`config.mk`:
```
export PLATFORM = sky130hd
export DESIGN_NAME = debounce_sync
export DESIGN_NICKNAME = d
export VERILOG_FILES = /design/src/rtl/debounce_sync.sv
export SDC_FILE = /design/constraint.sdc
export NUM_CORES = 1
export LEC_CHECK = 0
export CAP_MARGIN = 30
export CORE_MARGIN = 1
export CORE_UTILIZATION = 35
export CTS_CLUSTER_SIZE = 24
export DETAILED_ROUTE_END_ITERATION = 10
export PLACE_DENSITY_LB_ADDON = 0.2
export SKIP_CTS_REPAIR_TIMING = 1
export SLEW_MARGIN = 15
export SYNTH_ARGS = -nofsm -noshare
export SYNTH_HDL_FRONTEND = slang
export SYNTH_SLANG_ARGS = --single-unit
```
`constraint.sdc`:
```
create_clock -name clk -period 1.8 [get_ports clk]
set_input_delay 0.27 -clock clk [delete_from_list [all_inputs] [get_ports clk]]
set_output_delay 0.27 -clock clk [all_outputs]
set_load 0.1 [all_outputs]
```
`src/rtl/debounce_sync.sv`:
```
// debounce_sync: synchronizes a raw asynchronous input into clk and filters
// out bounces. dout changes only after the synchronized input has held a new
// value for DEBOUNCE_CYCLES consecutive cycles. glitch_cnt counts aborted
// transitions and saturates at its maximum value.
module debounce_sync #(
    parameter int unsigned SYNC_STAGES     = 2,
    parameter int unsigned DEBOUNCE_CYCLES = 4,
    parameter int unsigned GLITCH_W        = 8
) (
    input  logic                clk,
    input  logic                reset,
    input  logic                din_raw,
    output logic                dout,
    output logic                busy,
    output logic [GLITCH_W-1:0] glitch_cnt
);

    localparam int unsigned CNT_W = (DEBOUNCE_CYCLES > 1) ? $clog2(DEBOUNCE_CYCLES) : 1;
    localparam logic [CNT_W-1:0]    CNT_LAST   = CNT_W'(DEBOUNCE_CYCLES - 1);
    localparam logic [GLITCH_W-1:0] GLITCH_MAX = '1;
    localparam bit                  MIN_DEB    = (DEBOUNCE_CYCLES == 1);

    typedef enum logic {
        ST_STABLE  = 1'b0,
        ST_PENDING = 1'b1
    } state_t;

    state_t                 state_q, state_d;
    logic [SYNC_STAGES-1:0] sync_q;
    logic                   s;
    logic                   mismatch;
    logic                   dout_q, dout_d;
    logic                   busy_q, busy_d;
    logic [CNT_W-1:0]       cnt_q, cnt_d;
    logic [GLITCH_W-1:0]    glitch_q, glitch_d;

    // Synchronizer chain: plain shift of flops, nothing between stages.
    always_ff @(posedge clk) begin
        if (reset) begin
            sync_q <= '0;
        end else begin
            sync_q <= {sync_q[SYNC_STAGES-2:0], din_raw};
        end
    end

    assign s        = sync_q[SYNC_STAGES-1];
    assign mismatch = (s != dout_q);

    // FSM state register.
    always_ff @(posedge clk) begin
        if (reset) begin
            state_q <= ST_STABLE;
        end else begin
            state_q <= state_d;
        end
    end

    // Next-state logic: enter PENDING on a new level, leave on accept or glitch.
    always_comb begin
        state_d = state_q;
        case (state_q)
            ST_STABLE: begin
                if (mismatch && !MIN_DEB) begin
                    state_d = ST_PENDING;
                end
            end
            ST_PENDING: begin
                if (!mismatch || (cnt_q == CNT_LAST)) begin
                    state_d = ST_STABLE;
                end
            end
            default: state_d = ST_STABLE;
        endcase
    end

    // Output/datapath next values: counter, accepted level, glitch counter.
    always_comb begin
        dout_d   = dout_q;
        cnt_d    = cnt_q;
        glitch_d = glitch_q;
        busy_d   = (state_d == ST_PENDING);
        case (state_q)
            ST_STABLE: begin
                cnt_d = '0;
                if (mismatch) begin
                    if (MIN_DEB) begin
                        dout_d = s;
                    end else begin
                        cnt_d = CNT_W'(1);
                    end
                end
            end
            ST_PENDING: begin
                if (mismatch) begin
                    if (cnt_q == CNT_LAST) begin
                        dout_d = s;
                        cnt_d  = '0;
                    end else begin
                        cnt_d = cnt_q + CNT_W'(1);
                    end
                end else begin
                    // Input fell back before the hold time: reject and count it.
                    cnt_d = '0;
                    if (glitch_q != GLITCH_MAX) begin
                        glitch_d = glitch_q + GLITCH_W'(1);
                    end
                end
            end
            default: cnt_d = '0;
        endcase
    end

    // Registered outputs and counter.
    always_ff @(posedge clk) begin
        if (reset) begin
            dout_q   <= 1'b0;
            busy_q   <= 1'b0;
            cnt_q    <= '0;
            glitch_q <= '0;
        end else begin
            dout_q   <= dout_d;
            busy_q   <= busy_d;
            cnt_q    <= cnt_d;
            glitch_q <= glitch_d;
        end
    end

    assign dout       = dout_q;
    assign busy       = busy_q;
    assign glitch_cnt = glitch_q;

endmodule

```
# Yosys cells after proc, flatten, opt, wreduce, memory -nomap -nowiden

Index checks and enable logic that the tools add are counted.

$add $sub $neg: 2
Equality and inequality tests: 3
Muxes and demuxes: 7
Bitwise gates (word level): 2
Reduce and logical (&&, ||, !) cells: 4

Operators with widths:

| cell                                                          | number |
|---|---|
| 8-bit by 1-bit adder with 8-bit output, second input constant | 1 |
| 8-bit != test, second input constant                          | 1 |
| 3-bit AND reduction                                           | 2 |
| 2-bit 2-to-1 mux                                              | 2 |
| 2-bit one-hot mux with 2 select lines                         | 1 |
| 1-bit 2-to-1 mux                                              | 3 |
| 2-bit by 1-bit adder with 2-bit output, second input constant | 1 |
| 2-bit equality test, second input constant                    | 1 |
| 1-bit inverter                                                | 2 |
| 1-bit one-hot mux with 2 select lines                         | 1 |
| 1-bit zero test                                               | 1 |
| 1-bit logical OR                                              | 1 |
| 1-bit != test                                                 | 1 |

Register bits: 14
Input bits: 3
Output and inout port bits: 10
Word-level logic and storage cells: 23

# Longest topological paths before layout

Gate-level depths: netlist of run 1.

Word-level depth: 5
Mapped depth: 5
Mapped depth without buffers: 5

# Worst setup path after synthesis of run 1

OpenSTA, ideal clock, no wires.

Path type: flip-flop to flip-flop
Start: register glitch_q[0] (netlist: glitch_cnt[0])
End: register glitch_q[1] (netlist: glitch_cnt[1])
Setup time: 0.118 ns
Arrival: 1.956 ns
Required time: 1.682 ns
Slack: -0.274 ns
Cell stages (with the launch flop): 6
Buffers on the path: 0
Clock period less this slack: 2.074 ns
Cells stage by stage: dfxtp_1 -> ha_1 -> nand3_1 -> o211ai_2 -> mux2i_1 -> nor2_1

Cells in the longest elaborated chain, start to end: 2
Elaborated cells on any way between the ends: 3
Classes of those cells: add/sub (1); eq/ne (1); reduce/logical (1)

Ends and longest elaborated chain:

| what                                                                                           | RTL line | text |
|---|---|---|
| start: declaration                                                                             | 35       | `logic [GLITCH_W-1:0] glitch_q, glitch_d;` |
| start signal: assignment                                                                       | 124      | `glitch_q <= glitch_d;` |
| parallel branches: the longest is 2 deep, another holds 8-bit by 1-bit adder with 8-bit output | -        |  |

Parallel ways; which one is timed is not known.
A chain may end at the register's enable or synchronous reset.

# Worst setup path in the final report of run 1

Start: register dout_q (netlist: dout)
End: register glitch_q[7] (netlist: glitch_cnt[7])

Cells in the longest elaborated chain, start to end: 3

Ends and longest elaborated chain:

| what                                 | RTL line | text |
|---|---|---|
| start: declaration                   | 32       | `logic dout_q, dout_d;` |
| start signal: assignment             | 121      | `dout_q <= dout_d;` |
| 1-bit != test                        | 47       | `assign mismatch = (s != dout_q);` |
| 1-bit inverter (no source line)      | -        |  |
| 3-bit AND reduction (no source line) | -        |  |

No other way between the ends.

==> results of run 1 <==
[logic make-up after synthesis]
| kind of cell | count (synthesis) | synth area share (%) |
|---|---|---|
| buffers and inverters | 3 | 3.557 |
| DFF | 14 | 44.27 |
| muxes | 1 | 1.581 |
| xor gates and xnor gates | 3 | 5.337 |
| adders and majority gates | 2 | 3.952 |
| and+or+nand+nor | 23 | 21.54 |
| AOI/OAI and AO/OA | 14 | 19.76 |
[layer usage]
metal	wire, um	up-vias
met5	0	-
met3	28	5
met1	562	228
met2	490	11
met4	44	0
li1	-	256
[synth_stat cells, types with 2 or more instances]
library cell,instances
a31oi_1,4
and3_1,2
and3_4,2
nand3_1,3
ha_1,2
dfxtp_1,14
a211oi_1,2
a211oi_2,2
xor2_1,2
nor2_1,5
nand2_1,3
nor2b_1,2
[metrics by stage]
| step | instance area (um2) | utilization [%] | cells | total power [mW] |
|---|---|---|---|---|
| after floorplan | 644.4 | - | 60 | 0.3490 |
| after global placement | 834.6 | 48.86 | 96 | 0.3595 |
| after detailed placement | 834.6 | 48.86 | 96 | 0.3599 |
| after CTS | 870.8 | 50.99 | 100 | 0.5886 |
| after global routing | 870.8 | 50.99 | 100 | 0.6099 |
| final | 870.8 | 50.99 | 100 | 0.5794 |
[registers in the layout, summed over array words and instances (netlist names)]
name,count
sync_q,2
busy,1
dout,1
glitch_cnt,8
cnt_q,2
[power breakdown]
part / leakage, nW / switching [mW] / total, mW / internal [mW]
Combinational: 0.191 / 0.0210 / 0.0344 / 0.0134
Clock: 0.0210 / 0.104 / 0.227 / 0.123
Sequential: 0.118 / 0.00440 / 0.318 / 0.314
[final cells by class]
type | count | area, um2 | share of cell area (%)
inverters | 1 | 3.754 | 0.4310
well taps | 25 | 31.28 | 3.592
flip-flops and latches | 14 | 291.5 | 33.48
clock buffers | 4 | 36.28 | 4.167
multi-input cells | 43 | 330.3 | 37.93
repair buffers | 13 | 177.7 | 20.40
[worst max-delay path by stage]
stage | end | slack (ns) | cells after the start
after floorplan | glitch_cnt[5]$_SDFFE_PP0P_ | 0.05 | 4
after global placement | cnt_q[0]$_SDFF_PP0_ | 0.43 | 3
after detailed placement | cnt_q[0]$_SDFF_PP0_ | 0.40 | 3
after CTS | glitch_cnt[7]$_SDFFE_PP0P_ | 0.42 | 4
after global routing | glitch_cnt[7]$_SDFFE_PP0P_ | 0.29 | 4
final | glitch_cnt[7]$_SDFFE_PP0P_ | 0.43 | 4
==> qor.yml, run 1 <==
clock_tree:
  cts-root-buf: "clkbuf_4"
  clock-sinks: 14
  cts_tree: "built"
  clk_pin_slew_ns: 0.09
  cts_buffer_depth: 2
  cts_buffers: 3
  htree_num_levels: 1
  clk_latency_ns: 0.29
timing:
  hold_violations: 0
  fin_worst_skew_ns: 0.007740
  fin_crit_sh_pct: 76.15
  finalSetupViolCount: 0
  holdWs_ns: 0.4571
  timing.fmax_ghz: 0.7296
  finalSetupTns_ns: 0
  maxSlewViolCount: 0
  period_needed_ns: 1.371
  rsz0062_at_grt: "no"
  tightest_slew_ns: 0.3219
  setup_ws_ns: 0.4293
  relSlewSlack_pct: 78.44
route:
  routed_via_density: 5.000
  via_count: 500
  drt_iter0_markers: 5
  routedWlPerCell_um: 11.25
  drt_first_pass_iters: 3
  antenna_left: 0
  wl_um: 1125
  drcViolationCount: 0
die:
  die_x_um: 44.53
  start_util_pct: 37.07
  die_area_um2: 1983
  die_h_um: 44.53
  io_pins: 13
  core_um2: 1708
  rows: 15
yosys:
  ys_ff_latch: 14
  synth_cell_types: 29
  async_flop_share_pct: 0
  syn-cell-area_um2: 633.1
  postSynthAreaPerCell_um2: 10.55
  yosys.area.top_type: "dfxtp_1"
  synthTopCellsByArea: "dfxtp_1, a211oi_2, a31oi_1"
  synth_top_area_share_pct: 44.27
  yosys_warnings: 0
  synth-edff-count: 0
  synthFlopType: "dfxtp_1"
  synth_cells: 60
  ys_seq_area_share_pct: 44.27
  synth_nets: 65
grt:
  grt-busiest-layer: "met1"
  grt_pass1_wl_um: 1959
  grt_pass1_vias: 440
  grtUsageMet2_pct: 18.24
  grt.overflow.total: 0
  grt_util_met3_pct: 3.673
  antenna_found_initial: 0
  grt_start_max_net_pins: 11
  grt.total_usage_pct: 14.35
  grt_use_met1_pct: 19.50
flow_run:
  max_cap_violations: 0
cells_and_area:
  fillers: 158
  area_growth_pct: 37.55
  drive_above_1_share_pct: 44.00
  diodes: 0
  final_cell_mix: "dfxtp_2, buf_12, nor2_1, dfxtp_1, buf_4"
  layout_commonest_cell: "dfxtp_2"
  fin_nets: 81
placement:
  place_ws_ns: 0.3978
  io_buffers: 12
  dp_hpwl_um: 817.6
  place.gp.congestion: 0.6827
worst_hold_path:
  holdPathStages: 1
  hold_path_end: "sync_q[1]$_SDFF_PP0_"
  hold_class: "flop to flop"
  hold_start: "sync_q[0]$_SDFF_PP0_"
critical_path:
  cp_top_family: "simple AND/OR/NAND/NOR gates"
  start_kind: "flop"
  r2r-end: "glitch_cnt[7]$_SDFFE_PP0P_"
  crit_type: "flop to flop"
  crit_arrival_ns: 1.55
  r2r_setup_slack_ns: 0.43
  r2r_start: "dout$_SDFFE_PP0P_"
  cp_cell_sequence: "xnor2_2, and3_4, nor4b_1, nor3_1"
  cp_max_fo: 6
  required_ns: 1.98
  max_stage_delay_ns: 0.34
  critPathBufInv: 0
  worst_path_max_delay_cell: "dfxtp_2"
  cp-end-kind: "flop"
  reg2reg_depth: 4
  startpoint: "dout$_SDFFE_PP0P_"
pwr:
  ir_worst_vdd_v: 0.0003755
  static-leakage-power_nw: 0.3302
  power_density_nw_per_um2: 665.4
status:
  outcome: "finished, final reports clean"
(Power assumes the default switching activity.)
==> inputs of run 2 (changes only) <==
clock period = 1.4 ns   (was 1.8 ns; I/O delays follow)
==> run 2 against run 1 <==
First-iteration DRC count up 60%. Clock-buffer cell count unchanged. Largest power group unchanged. Global-route usage increased by 0.80 points.
==> qor.yml, run 2 (synthesized netlist as in run 1, its figures left out) <==
route:
  via_count: 496
  wl_um: 1242
  antenna_left: 0
  drt_iter0_markers: 8
  drcViolationCount: 0
  routed_via_density: 4.960
  drt_first_pass_iters: 4
  routedWlPerCell_um: 12.42
grt:
  grt_pass1_vias: 466
  grt_start_max_net_pins: 13
  grt.total_usage_pct: 15.14
  antenna_found_initial: 0
  grt.overflow.total: 0
  grt_pass1_wl_um: 2125
timing:
  finalSetupTns_ns: 0
  timing.fmax_ghz: 0.7229
  maxSlewViolCount: 0
  finalSetupViolCount: 0
  relSlewSlack_pct: 80.45
  fin_worst_skew_ns: 0.002791
  period_needed_ns: 1.383
  tightest_slew_ns: 0.2891
  hold_violations: 0
  fin_crit_sh_pct: 98.80
clock_tree:
  cts_tree: "built"
  cts_buffer_depth: 2
  clk_latency_ns: 0.29
  clock-sinks: 14
  cts_buffers: 3
  htree_num_levels: 1
  clk_pin_slew_ns: 0.09
  cts-root-buf: "clkbuf_4"
die:
  die_h_um: 44.53
  core_um2: 1708
  die_area_um2: 1983
  start_util_pct: 37.07
  rows: 15
  io_pins: 13
  die_x_um: 44.53
cells_and_area:
  multi_input_area_um2: 354.1
  drive_above_1_share_pct: 46.67
  final_core_util_pct: 57.44
  final_cell_mix: "buf_12, dfxtp_4, nor2_1"
  fin_nets: 81
  layout_commonest_cell: "buf_12"
  diodes: 0
  final_cells: 100
  area_growth_pct: 54.94
  fillers: 143
  design_area_um2: 980.9
  largest_reg_flops: 8
  seq_area_um2: 315.3
critical_path:
  required_ns: 1.58
  crit_type: "flop to flop"
  crit_arrival_ns: 1.56
  cp-end-kind: "flop"
  cp_max_fo: 6
  start_kind: "flop"
placement:
  dp_hpwl_um: 867
  dpl_cell_area_um2: 933.4
  place.gp.congestion: 0.6821
  io_buffers: 12
  placed_cells: 96
status:
  outcome: "finished, final reports clean"
pwr:
  finalPower_uw: 747.9
  ir_worst_vdd_v: 0.0004095
  static-leakage-power_nw: 0.3477
  power_density_nw_per_um2: 762.5
flow_run:
  max_cap_violations: 0
worst_hold_path:
  hold_class: "flop to flop"
-- run 2: area by class of cell --
class                   count  area share (%)
clock buffers               4           3.699
multi-input cells          43           36.10
flip-flops and latches     14           32.14
repair buffers             13           24.49
inverters                   1          0.3827
well taps                  25           3.189
-- run 2: path summary, 6_finish.rpt --
kind / startpoint / to / slack [ns] / cells past startpoint
max: dout$_SDFFE_PP0P_ / glitch_cnt[7]$_SDFFE_PP0P_ / 0.02 / 4
min: sync_q[0]$_SDFF_PP0_ / sync_q[1]$_SDFF_PP0_ / 0.44 / 1
max reg2reg: dout$_SDFFE_PP0P_ / glitch_cnt[7]$_SDFFE_PP0P_ / 0.02 / 4
min reg2reg: sync_q[0]$_SDFF_PP0_ / sync_q[1]$_SDFF_PP0_ / 0.44 / 1
-- run 2: layer usage --
layer	wire [um]	vias up	track usage [%]
met4	46	0	10.91
met2	502	20	21.76
met5	0	-	0
met1	624	217	19.65
li1	-	254	-
met3	68	5	3.673
-- run 2: power by group --
| group | leakage, nW | internal [mW] | switching [mW] |
|---|---|---|---|
| Clock | 0.0210 | 0.159 | 0.141 |
| Combinational | 0.206 | 0.0254 | 0.0281 |
| Sequential | 0.121 | 0.387 | 0.00736 |
| Total | 0.348 | 0.571 | 0.177 |
-- run 2: worst max-delay path, stage by stage (launching register included) --
cell and delay [ns]:
dfxtp_4 0.38, xnor2_4 0.27, and3_4 0.26, nor4b_1 0.27, nor3_1 0.09
-- run 2: metrics by stage --
stage / hold WS (ns) / setup WS [ns]
3_5_place_dp: 0.4204 / -0.01078
3_3_place_gp: 0.4196 / 0.08349
6_report: 0.4409 / 0.01675
2_1_floorplan: 0.2816 / 0.001242
5_1_grt: 0.4594 / -0.003104
4_1_cts: 0.4418 / -0.03210
==> inputs of run 3 (changes only) <==
--- a/constraint.sdc
+++ b/constraint.sdc
@@ -3,2 +3,2 @@
 set_output_delay 0.21 -clock clk [all_outputs]
-set_load 0.1 [all_outputs]
+set_load 0.01 [all_outputs]
==> run 3 against run 2 <==
Total power shrank 3.3%. Die area is the same. Critical path type unchanged. Critical endpoint is now glitch_cnt[6]$_SDFFE_PP0P_. Highest routed layer unchanged. Flip-flop and latch count is the same. Largest power group unchanged. Worst hold slack gained 0.0015 ns. Utilization shrank 6.3 points.
==> qor.yml, run 3 (synthesized netlist as in run 1, its figures left out) <==
cells_and_area:
  fillers: 170
  diodes: 0
  fin_nets: 85
  largest_reg_flops: 8
  layout_commonest_cell: "dlymetal6s2s_1"
  area_growth_pct: 37.94
  final_cell_mix: "dlymetal6s2s_1, dfxtp_2, dfxtp_1"
  drive_above_1_share_pct: 31.65
grt:
  grt_start_max_net_pins: 9
  grt.total_usage_pct: 14.06
  grt.overflow.total: 0
  grt_pass1_vias: 431
  antenna_found_initial: 0
  grt_pass1_wl_um: 2007
flow_run:
  max_cap_violations: 0
placement:
  io_buffers: 12
  dp_hpwl_um: 859.8
  place_ws_ns: 0.06773
  place.gp.congestion: 0.7128
die:
  die_area_um2: 1983
  rows: 15
  start_util_pct: 37.07
  die_h_um: 44.53
  die_x_um: 44.53
  io_pins: 13
  core_um2: 1708
critical_path:
  cp-end-kind: "flop"
  critPathBufInv: 1
  worst_path_max_delay_cell: "dfxtp_2"
  crit_type: "flop to flop"
  start_kind: "flop"
  max_stage_delay_ns: 0.34
  cp_top_family: "flip-flops"
  crit_arrival_ns: 1.48
  cp_cell_sequence: "xnor2_2, buf_4, and3_4, a31oi_1, a211oi_1"
  required_ns: 1.59
  cp_max_fo: 4
route:
  routedWlPerCell_um: 10.87
  via_count: 507
  routed_via_density: 4.875
  drt_iter0_markers: 13
  drcViolationCount: 0
  wl_um: 1130
  antenna_left: 0
  drt_first_pass_iters: 4
clock_tree:
  clk_pin_slew_ns: 0.08
  clock-sinks: 14
  cts_tree: "built"
  cts_buffer_depth: 2
  cts_buffers: 3
  clk_latency_ns: 0.28
  cts-root-buf: "clkbuf_4"
  htree_num_levels: 1
pwr:
  power_density_nw_per_um2: 828.1
  combPwrFrac_pct: 4.4
  static-leakage-power_nw: 0.4985
  finalPower_uw: 723.2
  p_sw_share_pct: 19.86
  ir_worst_vdd_v: 0.0004594
  power_switching_uw: 143.7
  sequentialPowerShare_pct: 56.4
  p_int_uw: 579.6
  clockPowerShare_pct: 39.2
worst_hold_path:
  hold_class: "flop to flop"
timing:
  tightest_slew_ns: 0.2523
  maxSlewViolCount: 0
  setup_ws_ns: 0.1160
  hold_violations: 0
  period_needed_ns: 1.284
  fin_worst_skew_ns: 0.001181
  rsz0062_at_grt: "no"
  fin_crit_sh_pct: 91.71
  timing.fmax_ghz: 0.7788
  finalSetupViolCount: 0
  finalSetupTns_ns: 0
  relSlewSlack_pct: 82.94
status:
  outcome: "finished, final reports clean"
## run 3: cell types whose count changed in the layout (fill, tap and decap cells not counted)
cell / previous run / this run
buf_12: 11 / 0
dfxtp_2: 1 / 7
dfxtp_4: 9 / 0
ha_1: 1 / 2
dlymetal6s2s_1: 0 / 10
xnor2_2: 0 / 1
buf_4: 0 / 5
dfxtp_1: 4 / 7
ha_4: 1 / 0
xnor2_4: 1 / 0
## run 3: worst paths after layout
path	end	slack, ns	cells past startpoint	startpoint
worst max-delay path	glitch_cnt[6]$_SDFFE_PP0P_	0.12	5	dout$_SDFFE_PP0P_
worst min-delay path	sync_q[1]$_SDFF_PP0_	0.44	1	sync_q[0]$_SDFF_PP0_
worst max register to register	glitch_cnt[6]$_SDFFE_PP0P_	0.12	5	dout$_SDFFE_PP0P_
worst min register to register	sync_q[1]$_SDFF_PP0_	0.44	1	sync_q[0]$_SDFF_PP0_
## run 3: stage by stage
step	util [%]	instance area [um2]	hold WS (ns)	cells
after floorplan	-	633.1	0.2816	60
after global placement	47.03	803.3	0.4224	100
after detailed placement	47.03	803.3	0.4292	100
after CTS	49.16	839.6	0.4500	104
after global routing	51.14	873.3	0.4658	104
final	51.14	873.3	0.4423	104
## run 3: cell type report
type | count | area, um2 | share of cell area, %
multi-input combinational | 43 | 330.3 | 37.82
sequential | 14 | 289.0 | 33.09
inverter | 1 | 3.754 | 0.4298
tap | 25 | 31.28 | 3.582
clock buffer | 4 | 36.28 | 4.155
timing repair buffer | 17 | 182.7 | 20.92
## run 3: power by group through the flow
stage | combinational, mW | clock [mW] | sequential (mW)
after floorplan | 0.0184 | 0 | 0.417
after global placement | 0.0326 | 0 | 0.417
after detailed placement | 0.0326 | 0 | 0.417
after CTS | 0.0328 | 0.298 | 0.408
after global routing | 0.0354 | 0.309 | 0.409
final | 0.0318 | 0.284 | 0.408
## run 3: per-layer routing
metal / track usage, % / vias up / part of all wire (%)
met5: 0 / - / 0
met2: 18.82 / 12 / 43
met3: 6.531 / 2 / 4.3
li1: - / 265 / -
met4: 5.455 / 0 / 0.88
met1: 19.35 / 228 / 52
